<file path="src/rtl/decoder_pkg.sv">
// Shared types and sizing helpers for the decoder_scan block.
// S_BLANK is only present when DECODER_SCAN_BLANK_EN is defined.
package decoder_pkg;

    typedef enum logic [1:0] {
        S_IDLE   = 2'd0,
        S_DIRECT = 2'd1,
        S_SCAN   = 2'd2
`ifdef DECODER_SCAN_BLANK_EN
        ,
        S_BLANK  = 2'd3
`endif
    } decoder_state_t;

    // Dwell counter width: max(1, clog2(dwell)).
    function automatic int cnt_width(input int dwell);
        int w;
        w = $clog2(dwell);
        return (w < 1) ? 1 : w;
    endfunction

endpackage

</file>
<file path="src/rtl/decoder_scan_if.sv">
// Select/strobe bundle between a controller and decoder_scan.
interface decoder_scan_if #(
    parameter int N = 2
) ();
    logic               ena;
    logic               mode;
    logic [N-1:0]       in;
    logic               in_valid;
    logic [(1<<N)-1:0]  out;
    logic [N-1:0]       index;
    logic               wrap;

    modport master (
        output ena, mode, in, in_valid,
        input  out, index, wrap
    );

    modport slave (
        input  ena, mode, in, in_valid,
        output out, index, wrap
    );
endinterface

</file>
<file path="src/rtl/decoder_n_to_onehot.sv">
// Combinational N-to-2^N one-hot decoder; all-zero when ena is low.
module decoder_n_to_onehot #(
    parameter int N = 2
) (
    input  logic [N-1:0]      sel,
    input  logic              ena,
    output logic [(1<<N)-1:0] onehot
);

    // Set exactly one line when enabled, none otherwise.
    always_comb begin
        onehot = '0;
        if (ena) begin
            onehot[sel] = 1'b1;
        end
    end

endmodule

</file>
<file path="src/rtl/decoder_scan.sv">
// Registered N-to-2^N one-hot decoder with direct and scan modes.
// Optional break-before-make blank cycle between scan lines:
// define DECODER_SCAN_BLANK_EN to enable it.
module decoder_scan
    import decoder_pkg::*;
#(
    parameter int N     = 2,
    parameter int DWELL = 4
) (
    input  logic           clk,
    input  logic           rst_n,
    decoder_scan_if.slave  bus
);

    localparam int            CW       = cnt_width(DWELL);
    localparam int            OW       = 1 << N;
    localparam logic [CW-1:0] CNT_LAST = CW'(DWELL - 1);

    decoder_state_t state_q, state_d;
    logic [N-1:0]   index_q, index_d;
    logic [CW-1:0]  cnt_q,   cnt_d;
    logic           wrap_q,  wrap_d;
    logic [OW-1:0]  out_q,   out_d;
    logic [N-1:0]   idx_adv;
    logic           out_en;

    assign idx_adv = index_q + 1'b1;

    // Next-state, next-index, dwell counter and wrap pulse.
    always_comb begin
        state_d = state_q;
        index_d = index_q;
        cnt_d   = cnt_q;
        wrap_d  = 1'b0;
        if (!bus.ena) begin
            state_d = S_IDLE;
            index_d = '0;
            cnt_d   = '0;
        end else begin
            case (state_q)
                S_IDLE: begin
                    if (bus.in_valid) index_d = bus.in;
                    cnt_d   = '0;
                    state_d = bus.mode ? S_SCAN : S_DIRECT;
                end
                S_DIRECT: begin
                    if (bus.mode) begin
                        state_d = S_SCAN;
                        cnt_d   = '0;
                    end else if (bus.in_valid) begin
                        index_d = bus.in;
                    end
                end
                S_SCAN: begin
                    if (!bus.mode) begin
                        state_d = S_DIRECT;
                    end else if (bus.in_valid) begin
                        index_d = bus.in;
                        cnt_d   = '0;
                    end else if (cnt_q == CNT_LAST) begin
                        cnt_d = '0;
`ifdef DECODER_SCAN_BLANK_EN
                        state_d = S_BLANK;
`else
                        index_d = idx_adv;
                        wrap_d  = (idx_adv == '0);
`endif
                    end else begin
                        cnt_d = cnt_q + 1'b1;
                    end
                end
`ifdef DECODER_SCAN_BLANK_EN
                S_BLANK: begin
                    cnt_d = '0;
                    if (!bus.mode) begin
                        state_d = S_DIRECT;
                        index_d = idx_adv;
                    end else if (bus.in_valid) begin
                        state_d = S_SCAN;
                        index_d = bus.in;
                    end else begin
                        state_d = S_SCAN;
                        index_d = idx_adv;
                        wrap_d  = (idx_adv == '0);
                    end
                end
`endif
                default: begin
                    state_d = S_IDLE;
                    index_d = '0;
                    cnt_d   = '0;
                end
            endcase
        end
    end

    // A line is driven only in the states that present a selection.
    assign out_en = (state_d == S_DIRECT) || (state_d == S_SCAN);

    decoder_n_to_onehot #(.N(N)) u_dec (
        .sel    (index_d),
        .ena    (out_en),
        .onehot (out_d)
    );

    // State and output registers, cleared asynchronously.
    always_ff @(posedge clk or negedge rst_n) begin
        if (!rst_n) begin
            state_q <= S_IDLE;
            index_q <= '0;
            cnt_q   <= '0;
            wrap_q  <= 1'b0;
            out_q   <= '0;
        end else begin
            state_q <= state_d;
            index_q <= index_d;
            cnt_q   <= cnt_d;
            wrap_q  <= wrap_d;
            out_q   <= out_d;
        end
    end

    assign bus.out   = out_q;
    assign bus.index = index_q;
    assign bus.wrap  = wrap_q;

endmodule
</file>
<file path="src/flat_wrapper.sv">
// flat-port wrapper written by rule: the top's interface ports become plain ports
module decoder_scan_flat import decoder_pkg::*;
#(
    parameter int N     = 2,
    parameter int DWELL = 4
)
  (clk, rst_n, bus_ena, bus_mode, bus_in, bus_in_valid, bus_out, bus_index, bus_wrap);
  decoder_scan_if #(.N(N)) bus_i ();
  input  logic clk;
  input  logic rst_n;
  input wire logic [$bits(bus_i.ena)-1:0] bus_ena;
  input wire logic [$bits(bus_i.mode)-1:0] bus_mode;
  input wire logic [$bits(bus_i.in)-1:0] bus_in;
  input wire logic [$bits(bus_i.in_valid)-1:0] bus_in_valid;
  output wire logic [$bits(bus_i.out)-1:0] bus_out;
  output wire logic [$bits(bus_i.index)-1:0] bus_index;
  output wire logic [$bits(bus_i.wrap)-1:0] bus_wrap;
  assign bus_i.ena = bus_ena;
  assign bus_i.mode = bus_mode;
  assign bus_i.in = bus_in;
  assign bus_i.in_valid = bus_in_valid;
  assign bus_out = bus_i.out;
  assign bus_index = bus_i.index;
  assign bus_wrap = bus_i.wrap;
  decoder_scan #(.N(N), .DWELL(DWELL)) u_core (.clk(clk), .rst_n(rst_n), .bus(bus_i));
endmodule
</file>
<file path="config.mk">
export PLATFORM = sky130hd
export DESIGN_NAME = decoder_scan_flat
export DESIGN_NICKNAME = d
export VERILOG_FILES = /design/src/rtl/decoder_pkg.sv /design/src/rtl/decoder_scan_if.sv /design/src/rtl/decoder_n_to_onehot.sv /design/src/rtl/decoder_scan.sv /design/src/flat_wrapper.sv
export SDC_FILE = /design/constraint.sdc
export NUM_CORES = 1
export LEC_CHECK = 0
export ABC_CLOCK_PERIOD_IN_PS = 1550
export CELL_PAD_IN_SITES_DETAIL_PLACEMENT = 2
export CELL_PAD_IN_SITES_GLOBAL_PLACEMENT = 2
export CORE_ASPECT_RATIO = 1.75
export CORE_UTILIZATION = 27
export DETAILED_ROUTE_END_ITERATION = 10
export GPL_TIMING_DRIVEN = 0
export PLACE_DENSITY = 0.79
export SYNTH_ARGS = -nofsm -noshare
export SYNTH_HDL_FRONTEND = slang
export SYNTH_SLANG_ARGS = --single-unit
</file>
<file path="constraint.sdc">
create_clock -name clk -period 1.55 [get_ports clk]
set_input_delay 0.31 -clock clk [delete_from_list [all_inputs] [get_ports clk]]
set_output_delay 0.31 -clock clk [all_outputs]
set_load 0.01 [all_outputs]
</file>
==> metrics.txt, run 1 <==
# TYPE chip_impl_metric gauge
chip_impl_info{name="run_status",value="finished with violations"} 1
chip_impl_info{name="violated_checks",value="negative setup slack"} 1
chip_impl_metric{name="cts-buffers-inserted",unit=""} 3
chip_impl_metric{name="num-nets-final",unit=""} 88
chip_impl_metric{name="io_buffer_count",unit=""} 12
chip_impl_metric{name="std_cell_rows",unit=""} 22
chip_impl_metric{name="cts_sinks",unit=""} 11
chip_impl_metric{name="number_of_antenna_violations_at_the_first_check_in_global_routing",unit=""} 0
chip_impl_info{name="commonest_cells_after_routing_fill_and_taps_aside",value="sky130_fd_sc_hd__dfrtp_1, sky130_fd_sc_hd__clkdlybuf4s50_1, sky130_fd_sc_hd__buf_4, sky130_fd_sc_hd__nor2_1"} 1
chip_impl_metric{name="whs",unit="ns"} 0.2359
chip_impl_metric{name="n_antenna_cell",unit=""} 0
chip_impl_metric{name="netlist_area",unit="um2"} 619.3
chip_impl_metric{name="irDropWorstVdd",unit="mV"} 0.4360
chip_impl_metric{name="total_cell_area_at_the_placement_stage",unit="um2"} 772.0
chip_impl_metric{name="crit_arrival",unit="ns"} 1.87
chip_impl_metric{name="detail_route.wirelength",unit="um"} 1523
chip_impl_metric{name="period_needed",unit="ns"} 1.669
chip_impl_info{name="cell_at_the_slowest_stage_of_the_critical_path",value="sky130_fd_sc_hd__dfrtp_1"} 1
chip_impl_metric{name="final-hold-violation-count",unit=""} 0
chip_impl_metric{name="timing.critical_path.buf_inv",unit=""} 0
chip_impl_metric{name="syn-num-nets",unit=""} 66
chip_impl_metric{name="drive_gt1_frac",unit=""} 0.2857
chip_impl_metric{name="yosys_warnings",unit=""} 0
chip_impl_metric{name="grtUsageTotal",unit=""} 0.1531
chip_impl_info{name="crit_path_cell_chain",value="ha_2, xor2_1, o311a_4, o311ai_4, nor3b_2"} 1
chip_impl_metric{name="required",unit="ns"} 1.76
chip_impl_metric{name="p_per_area",unit="nW/um2"} 768.1
chip_impl_metric{name="timing.critical_path.fanout_max",unit=""} 5
chip_impl_info{name="worst_setup_path_start_kind",value="register"} 1
chip_impl_metric{name="synth_cell_type_count",unit=""} 27
chip_impl_metric{name="slew_violations",unit=""} 0
chip_impl_metric{name="die_h",unit="um"} 65.36
chip_impl_metric{name="detailed_routing_iteration_count_for_the_pre_antenna_repair_pass",unit=""} 2
chip_impl_metric{name="grt_pass1_vias",unit=""} 563
chip_impl_info{name="cts-root-buf",value="sky130_fd_sc_hd__clkbuf_4"} 1
chip_impl_metric{name="vias",unit=""} 499
chip_impl_metric{name="worst_slew_margin_rel",unit=""} 0.6887
chip_impl_metric{name="initial_utilization",unit=""} 0.2922
chip_impl_info{name="tritoncts_clock_tree",value="yes"} 1
chip_impl_metric{name="route.detailed.wl_per_inst",unit="um"} 15.08
chip_impl_info{name="final_common_cell",value="sky130_fd_sc_hd__dfrtp_1"} 1
chip_impl_metric{name="clock.fmax",unit="MHz"} 599.1
chip_impl_metric{name="clk_latency",unit="ns"} 0.28
chip_impl_info{name="grt_setup_unrepaired",value="true"} 1
chip_impl_metric{name="synth-seq-cells",unit=""} 11
chip_impl_metric{name="total_number_of_h_tree_levels",unit=""} 1
chip_impl_metric{name="final.fill_count",unit=""} 233
chip_impl_info{name="critical_path.top_delay_family",value="compound AO/OA/AOI/OAI gates"} 1
chip_impl_metric{name="synth_seq_area_share",unit=""} 0.4444
chip_impl_metric{name="cts.clk_slew.worst_paths",unit="ns"} 0.07
chip_impl_metric{name="cts_buffer_depth",unit=""} 2
chip_impl_info{name="type_of_destination_of_the_critical_path",value="register"} 1
chip_impl_info{name="worst_hold_path_type",value="in -> reg"} 1
chip_impl_metric{name="holdBufCountCts",unit=""} 0
chip_impl_metric{name="fin_worst_setup_slack",unit="ns"} -0.1192
chip_impl_metric{name="grt_pass1_wl",unit="um"} 2635
chip_impl_metric{name="maxCapViolations",unit=""} 0
chip_impl_metric{name="area_growth_from_synthesis_to_final_layout",unit="%"} 38.18
chip_impl_metric{name="antenna_left",unit=""} 0
chip_impl_metric{name="hpwlAfterDp",unit="um"} 1131
chip_impl_metric{name="final_design_area_no_fill",unit="um2"} 855.8
chip_impl_metric{name="global_route_overflow",unit=""} 0
chip_impl_metric{name="syn_avg_cell_area",unit="um2"} 11.06
chip_impl_metric{name="finalCoreUtilization",unit=""} 0.4038
chip_impl_metric{name="worst_path_max_stage_delay",unit="ns"} 0.39
chip_impl_metric{name="grt_max_degree",unit=""} 12
chip_impl_metric{name="first_iter_violations",unit=""} 1
chip_impl_metric{name="area_of_the_die",unit="um2"} 2497
chip_impl_metric{name="core_area",unit="um2"} 2120
chip_impl_metric{name="ios",unit=""} 14
chip_impl_metric{name="synthesis.instances",unit=""} 56
chip_impl_info{name="cp_class",value="reg -> reg"} 1
chip_impl_metric{name="power.static_leakage",unit="nW"} 0.4016
chip_impl_metric{name="finalWeightedCongestion",unit=""} 0.7055
chip_impl_metric{name="fin_crit_sh",unit=""} 1.077
chip_impl_metric{name="timing.clock.skew",unit="ns"} 0.001342
chip_impl_metric{name="setup_viol",unit=""} 5
chip_impl_metric{name="worstMarginPinSlew",unit="ns"} 0.4655
chip_impl_metric{name="floorplan.die.width",unit="um"} 38.21
chip_impl_metric{name="post_drt_via_cell_ratio",unit=""} 4.941
chip_impl_metric{name="drc_errors",unit=""} 0
[path summary, 6_finish.rpt]
kind | start | end | slack (ns) | cells after the start
max | u_core.cnt_q[1]$_DFFE_PN0P_ | u_core.bus.out[2]$_DFF_PN0_ | -0.12 | 5
min | bus_mode | u_core.state_q[0]$_DFF_PN0_ | 0.24 | 2
max reg2reg | u_core.cnt_q[1]$_DFFE_PN0P_ | u_core.bus.out[2]$_DFF_PN0_ | -0.12 | 5
min reg2reg | u_core.cnt_q[1]$_DFFE_PN0P_ | u_core.cnt_q[1]$_DFFE_PN0P_ | 0.70 | 3
max in group asynchronous | rst_n | u_core.bus.index[0]$_DFF_PN0_ | 0.86 | 1
min in group asynchronous | rst_n | u_core.bus.index[1]$_DFF_PN0_ | 0.35 | 1
[metal layers]
metal	GRT usage	up-vias	share of wire
met2	0.2458	7	0.56
met1	0.1779	246	0.38
li1	-	241	-
met5	0	-	0
met3	0.03041	5	0.026
met4	0.09375	0	0.029
[repair_timing]
item	in CTS	in global routing
setup buffers	4	1
pin swaps	2	2
resized for setup	4	4
endpoints found under the setup margin	8	7
[cell type report]
cell class	instances	area [um2]	share of cell area
flip-flops and latches	11	276.5	0.3231
multi-input cells	39	327.8	0.3830
well taps	24	30.03	0.03509
clock buffers	3	22.52	0.02632
clock inverters	1	5.005	0.005848
repair buffers	17	157.7	0.1842
plain buffers	2	18.77	0.02193
inverters	4	17.52	0.02047
[report_power, final]
| part | total (W) | switching (W) | internal, W |
|---|---|---|---|
| registers | 0.000314 | 0.0000121 | 0.000302 |
| logic | 0.000141 | 0.0000678 | 0.0000735 |
| clock network | 0.000202 | 0.000106 | 0.0000959 |
[synth_stat cells, drive strengths merged]
library cell  count  area (um2)
o311a             1       21.27
nand3b            2       15.01
xor2              2       17.52
o22a              1       8.760
nor3              1       5.000
nor2b             1       6.260
o21ai             2       10.01
buf               2       18.77
inv               4       17.52
nand3             3       15.01
a21boi            1       7.510
mux2i             2       20.02
o311ai            1       26.28
ha                3       37.54
o211ai            1       7.510
o221ai            2       17.52
and3b             2       17.52
nor2              6       22.52
nand2             3       11.26
nor3b             2       20.02
or2               1       6.260
a21oi             1       5.000
and4              1       10.01
dfrtp            11       275.3
[registers in the layout, indices dropped and copies added (netlist names)]
name / cells
u_core.state_q: 2
u_core.bus.index: 2
u_core.cnt_q: 2
u_core.bus.out: 4
u_core.bus.wrap: 1
[worst register-to-register path, cell delays in order, from the launching register on]
cell and delay (ns):
sky130_fd_sc_hd__dfrtp_1 0.39, sky130_fd_sc_hd__ha_2 0.21, sky130_fd_sc_hd__xor2_1 0.17, sky130_fd_sc_hd__o311a_4 0.32
sky130_fd_sc_hd__o311ai_4 0.29, sky130_fd_sc_hd__nor3b_2 0.22
[cell families (layout without fill, tap and decap cells)]
kind of cell    after synthesis  in the layout  share of synthesized area
compound gates               10             10                     0.1677
xor+xnor                      2              2                    0.02829
mux                           2              2                    0.03232
simple gates                 22             22                     0.2081
flops                        11             11                     0.4444
buf+inv                       6             27                    0.05859
fa+ha+maj                     3              3                    0.06061
[through the flow]
step | setup slack [ns] | total power, W | setup TNS (ns) | cells
global placement | -0.4437 | 0.0004507 | -2.199 | 92
global route | -0.2213 | 0.0006900 | -0.8916 | 101
detailed placement | -0.4444 | 0.0004542 | -2.281 | 92
finish | -0.1192 | 0.0006573 | -0.3584 | 101
CTS | -0.1491 | 0.0006629 | -0.5064 | 100
floorplan | -0.02018 | 0.0003925 | -0.02018 | 56
Power figures use the tool's default switching activity.
==> inputs of run 2 (changes only) <==
CORE_MARGIN = 2   (was not set)
==> run 2 against run 1 <==
Net effect: the run still ends with negative setup slack left; combinational power is 6% higher; clock power is 39% higher; sequential share of layout area is 0.74 points lower; utilization is 1.4 points lower; non-clock buffer count is 2 higher; fmax is 1.9% lower; worst setup slack worse by 0.032 ns; first-iteration DRC count grew to 10 times the previous value; highest routed layer unchanged; critical path type unchanged; register-to-register slack worse by 0.03 ns; largest cell class unchanged.
==> metrics.txt, run 2 (synthesis results as in run 1) <==
# TYPE chip_impl_metric gauge
chip_impl_metric{name="worst_slew_margin_rel",unit=""} 0.6601
chip_impl_metric{name="period_needed",unit="ns"} 1.701
chip_impl_info{name="regToRegEndpoint",value="u_core.bus.out[2]$_DFF_PN0_"} 1
chip_impl_info{name="min_to",value="u_core.state_q[0]$_DFF_PN0_"} 1
chip_impl_metric{name="die_h",unit="um"} 67.36
chip_impl_metric{name="first_iter_violations",unit=""} 10
chip_impl_metric{name="clk_latency",unit="ns"} 0.23
chip_impl_metric{name="num-nets-final",unit=""} 90
chip_impl_metric{name="slew_violations",unit=""} 0
chip_impl_metric{name="vias",unit=""} 513
chip_impl_metric{name="cts.clk_slew.worst_paths",unit="ns"} 0.05
chip_impl_metric{name="finalWeightedCongestion",unit=""} 0.7002
chip_impl_metric{name="post_drt_via_cell_ratio",unit=""} 4.933
chip_impl_metric{name="timing.critical_path.fanout_max",unit=""} 5
chip_impl_metric{name="fin_setup_tns",unit="ns"} -0.5393
chip_impl_info{name="crit_path_cell_chain",value="ha_2, xor2_1, o311a_4, o311ai_4, nor3b_2"} 1
chip_impl_info{name="cts-root-buf",value="sky130_fd_sc_hd__clkbuf_8"} 1
chip_impl_info{name="violated_checks",value="negative setup slack"} 1
chip_impl_metric{name="worst_setup_slack_after_placement",unit="ns"} -0.4851
chip_impl_metric{name="clock.fmax",unit="MHz"} 587.9
chip_impl_metric{name="grt_max_degree",unit=""} 12
chip_impl_metric{name="fin_crit_sh",unit=""} 1.097
chip_impl_info{name="critical_path.top_delay_family",value="compound AO/OA/AOI/OAI gates"} 1
chip_impl_info{name="worst_setup_path_start_kind",value="register"} 1
chip_impl_metric{name="final-hold-violation-count",unit=""} 0
chip_impl_metric{name="total_cell_area_at_the_placement_stage",unit="um2"} 773.2
chip_impl_info{name="run_status",value="finished with violations"} 1
chip_impl_info{name="timing.rr.start",value="u_core.cnt_q[1]$_DFFE_PN0P_"} 1
chip_impl_metric{name="std_cell_rows",unit=""} 23
chip_impl_metric{name="drive_gt1_frac",unit=""} 0.2785
chip_impl_metric{name="maxCapViolations",unit=""} 0
chip_impl_metric{name="p_per_area",unit="nW/um2"} 851.7
chip_impl_metric{name="grtUsageTotal",unit=""} 0.1479
chip_impl_metric{name="grt_pass1_wl",unit="um"} 2587
chip_impl_metric{name="floorplan.die.width",unit="um"} 40.21
chip_impl_info{name="cell_at_the_slowest_stage_of_the_critical_path",value="sky130_fd_sc_hd__dfrtp_1"} 1
chip_impl_metric{name="total_number_of_h_tree_levels",unit=""} 1
chip_impl_metric{name="area_growth_from_synthesis_to_final_layout",unit="%"} 41.41
chip_impl_metric{name="required",unit="ns"} 1.71
chip_impl_metric{name="antenna_left",unit=""} 0
chip_impl_metric{name="hpwlAfterDp",unit="um"} 1263
chip_impl_metric{name="setup_viol",unit=""} 5
chip_impl_metric{name="worstMarginPinSlew",unit="ns"} 0.5082
chip_impl_info{name="commonest_cells_after_routing_fill_and_taps_aside",value="sky130_fd_sc_hd__clkdlybuf4s50_1, sky130_fd_sc_hd__dfrtp_1, sky130_fd_sc_hd__buf_4, sky130_fd_sc_hd__nor2_1"} 1
chip_impl_metric{name="finalCoreUtilization",unit=""} 0.3902
chip_impl_metric{name="n_antenna_cell",unit=""} 0
chip_impl_metric{name="grt_pass1_vias",unit=""} 586
chip_impl_metric{name="whs",unit="ns"} 0.2834
chip_impl_metric{name="drc_errors",unit=""} 0
chip_impl_metric{name="r2r.worst_path.cells",unit=""} 5
chip_impl_info{name="hold_start",value="bus_mode"} 1
chip_impl_metric{name="timing.clock.skew",unit="ns"} 0.002456
chip_impl_metric{name="area_of_the_die",unit="um2"} 2708
chip_impl_info{name="worst_hold_path_type",value="in -> reg"} 1
chip_impl_metric{name="largest_register_ff_count",unit=""} 4
chip_impl_metric{name="holdBufCountCts",unit=""} 0
chip_impl_info{name="grt_setup_unrepaired",value="true"} 1
chip_impl_metric{name="cts_buffer_depth",unit=""} 2
chip_impl_metric{name="timing.critical_path.buf_inv",unit=""} 0
chip_impl_metric{name="number_of_antenna_violations_at_the_first_check_in_global_routing",unit=""} 0
chip_impl_info{name="type_of_destination_of_the_critical_path",value="register"} 1
chip_impl_metric{name="final_design_area_no_fill",unit="um2"} 875.8
chip_impl_metric{name="fin_worst_setup_slack",unit="ns"} -0.1510
chip_impl_metric{name="core_area",unit="um2"} 2245
chip_impl_info{name="cp_class",value="reg -> reg"} 1
chip_impl_metric{name="detailed_routing_iteration_count_for_the_pre_antenna_repair_pass",unit=""} 4
chip_impl_metric{name="io_buffer_count",unit=""} 12
chip_impl_metric{name="ios",unit=""} 14
chip_impl_metric{name="initial_utilization",unit=""} 0.2759
chip_impl_metric{name="worst_path_max_stage_delay",unit="ns"} 0.40
chip_impl_metric{name="crit_arrival",unit="ns"} 1.86
chip_impl_metric{name="worstHoldPathCells",unit=""} 2
chip_impl_metric{name="cts_sinks",unit=""} 11
chip_impl_metric{name="cts-buffers-inserted",unit=""} 3
chip_impl_metric{name="detail_route.wirelength",unit="um"} 1613
chip_impl_info{name="final_common_cell",value="sky130_fd_sc_hd__clkdlybuf4s50_1"} 1
chip_impl_metric{name="global_route_overflow",unit=""} 0
chip_impl_metric{name="route.detailed.wl_per_inst",unit="um"} 15.51
chip_impl_metric{name="power.static_leakage",unit="nW"} 0.4002
chip_impl_info{name="tritoncts_clock_tree",value="yes"} 1
chip_impl_metric{name="reg2reg_slack",unit="ns"} -0.15
chip_impl_metric{name="irDropWorstVdd",unit="mV"} 0.4725
run 2: cell type report:
cell class                 instances  area [um2]
buffer                             2       18.77
clock buffer                       4       45.04
fill                             246        1369
inverter                           4       17.52
multi-input combinational         39       315.3
sequential                        11       276.5
tap                               25       31.28
timing repair buffer              19       171.4
run 2: per-layer routing:
layer  up-vias  track usage  share of wire
li1        245            -              -
met1       255       0.1411           0.36
met2         9       0.2621           0.59
met3         4      0.01974          0.025
met4         0       0.1125          0.025
met5         -            0              0
run 2: worst max path at each step:
| stage | start | end | depth (start not counted) |
|---|---|---|---|
| 2_1_floorplan | u_core.cnt_q[0]$_DFFE_PN0P_ | u_core.bus.out[2]$_DFF_PN0_ | 5 |
| 3_3_place_gp | bus_in_valid | u_core.bus.out[1]$_DFF_PN0_ | 5 |
| 3_5_place_dp | bus_in_valid | u_core.bus.out[1]$_DFF_PN0_ | 5 |
| 4_1_cts | u_core.cnt_q[1]$_DFFE_PN0P_ | u_core.bus.out[2]$_DFF_PN0_ | 5 |
| 5_1_grt | u_core.cnt_q[1]$_DFFE_PN0P_ | u_core.bus.out[0]$_DFF_PN0_ | 5 |
| 6_report | u_core.cnt_q[1]$_DFFE_PN0P_ | u_core.bus.out[2]$_DFF_PN0_ | 5 |
run 2: where the power goes:
part / internal [W] / switching, W
logic: 0.0000789 / 0.0000710
registers: 0.000303 / 0.0000117
clock network: 0.000180 / 0.000101
run 2: timing repair:
item / 4_1_cts / 5_1_grt
pin swaps: 1 / 2
endpoints found under the setup margin: 8 / 7
gates resized for setup: 3 / 1
buffers inserted: 2 / 5
run 2: metrics by stage:
| stage | instances | total power [W] |
|---|---|---|
| 2_1_floorplan | 56 | 0.0003925 |
| 3_3_place_gp | 93 | 0.0004498 |
| 3_5_place_dp | 93 | 0.0004570 |
| 4_1_cts | 99 | 0.0007510 |
| 5_1_grt | 104 | 0.0007887 |
| 6_report | 104 | 0.0007459 |
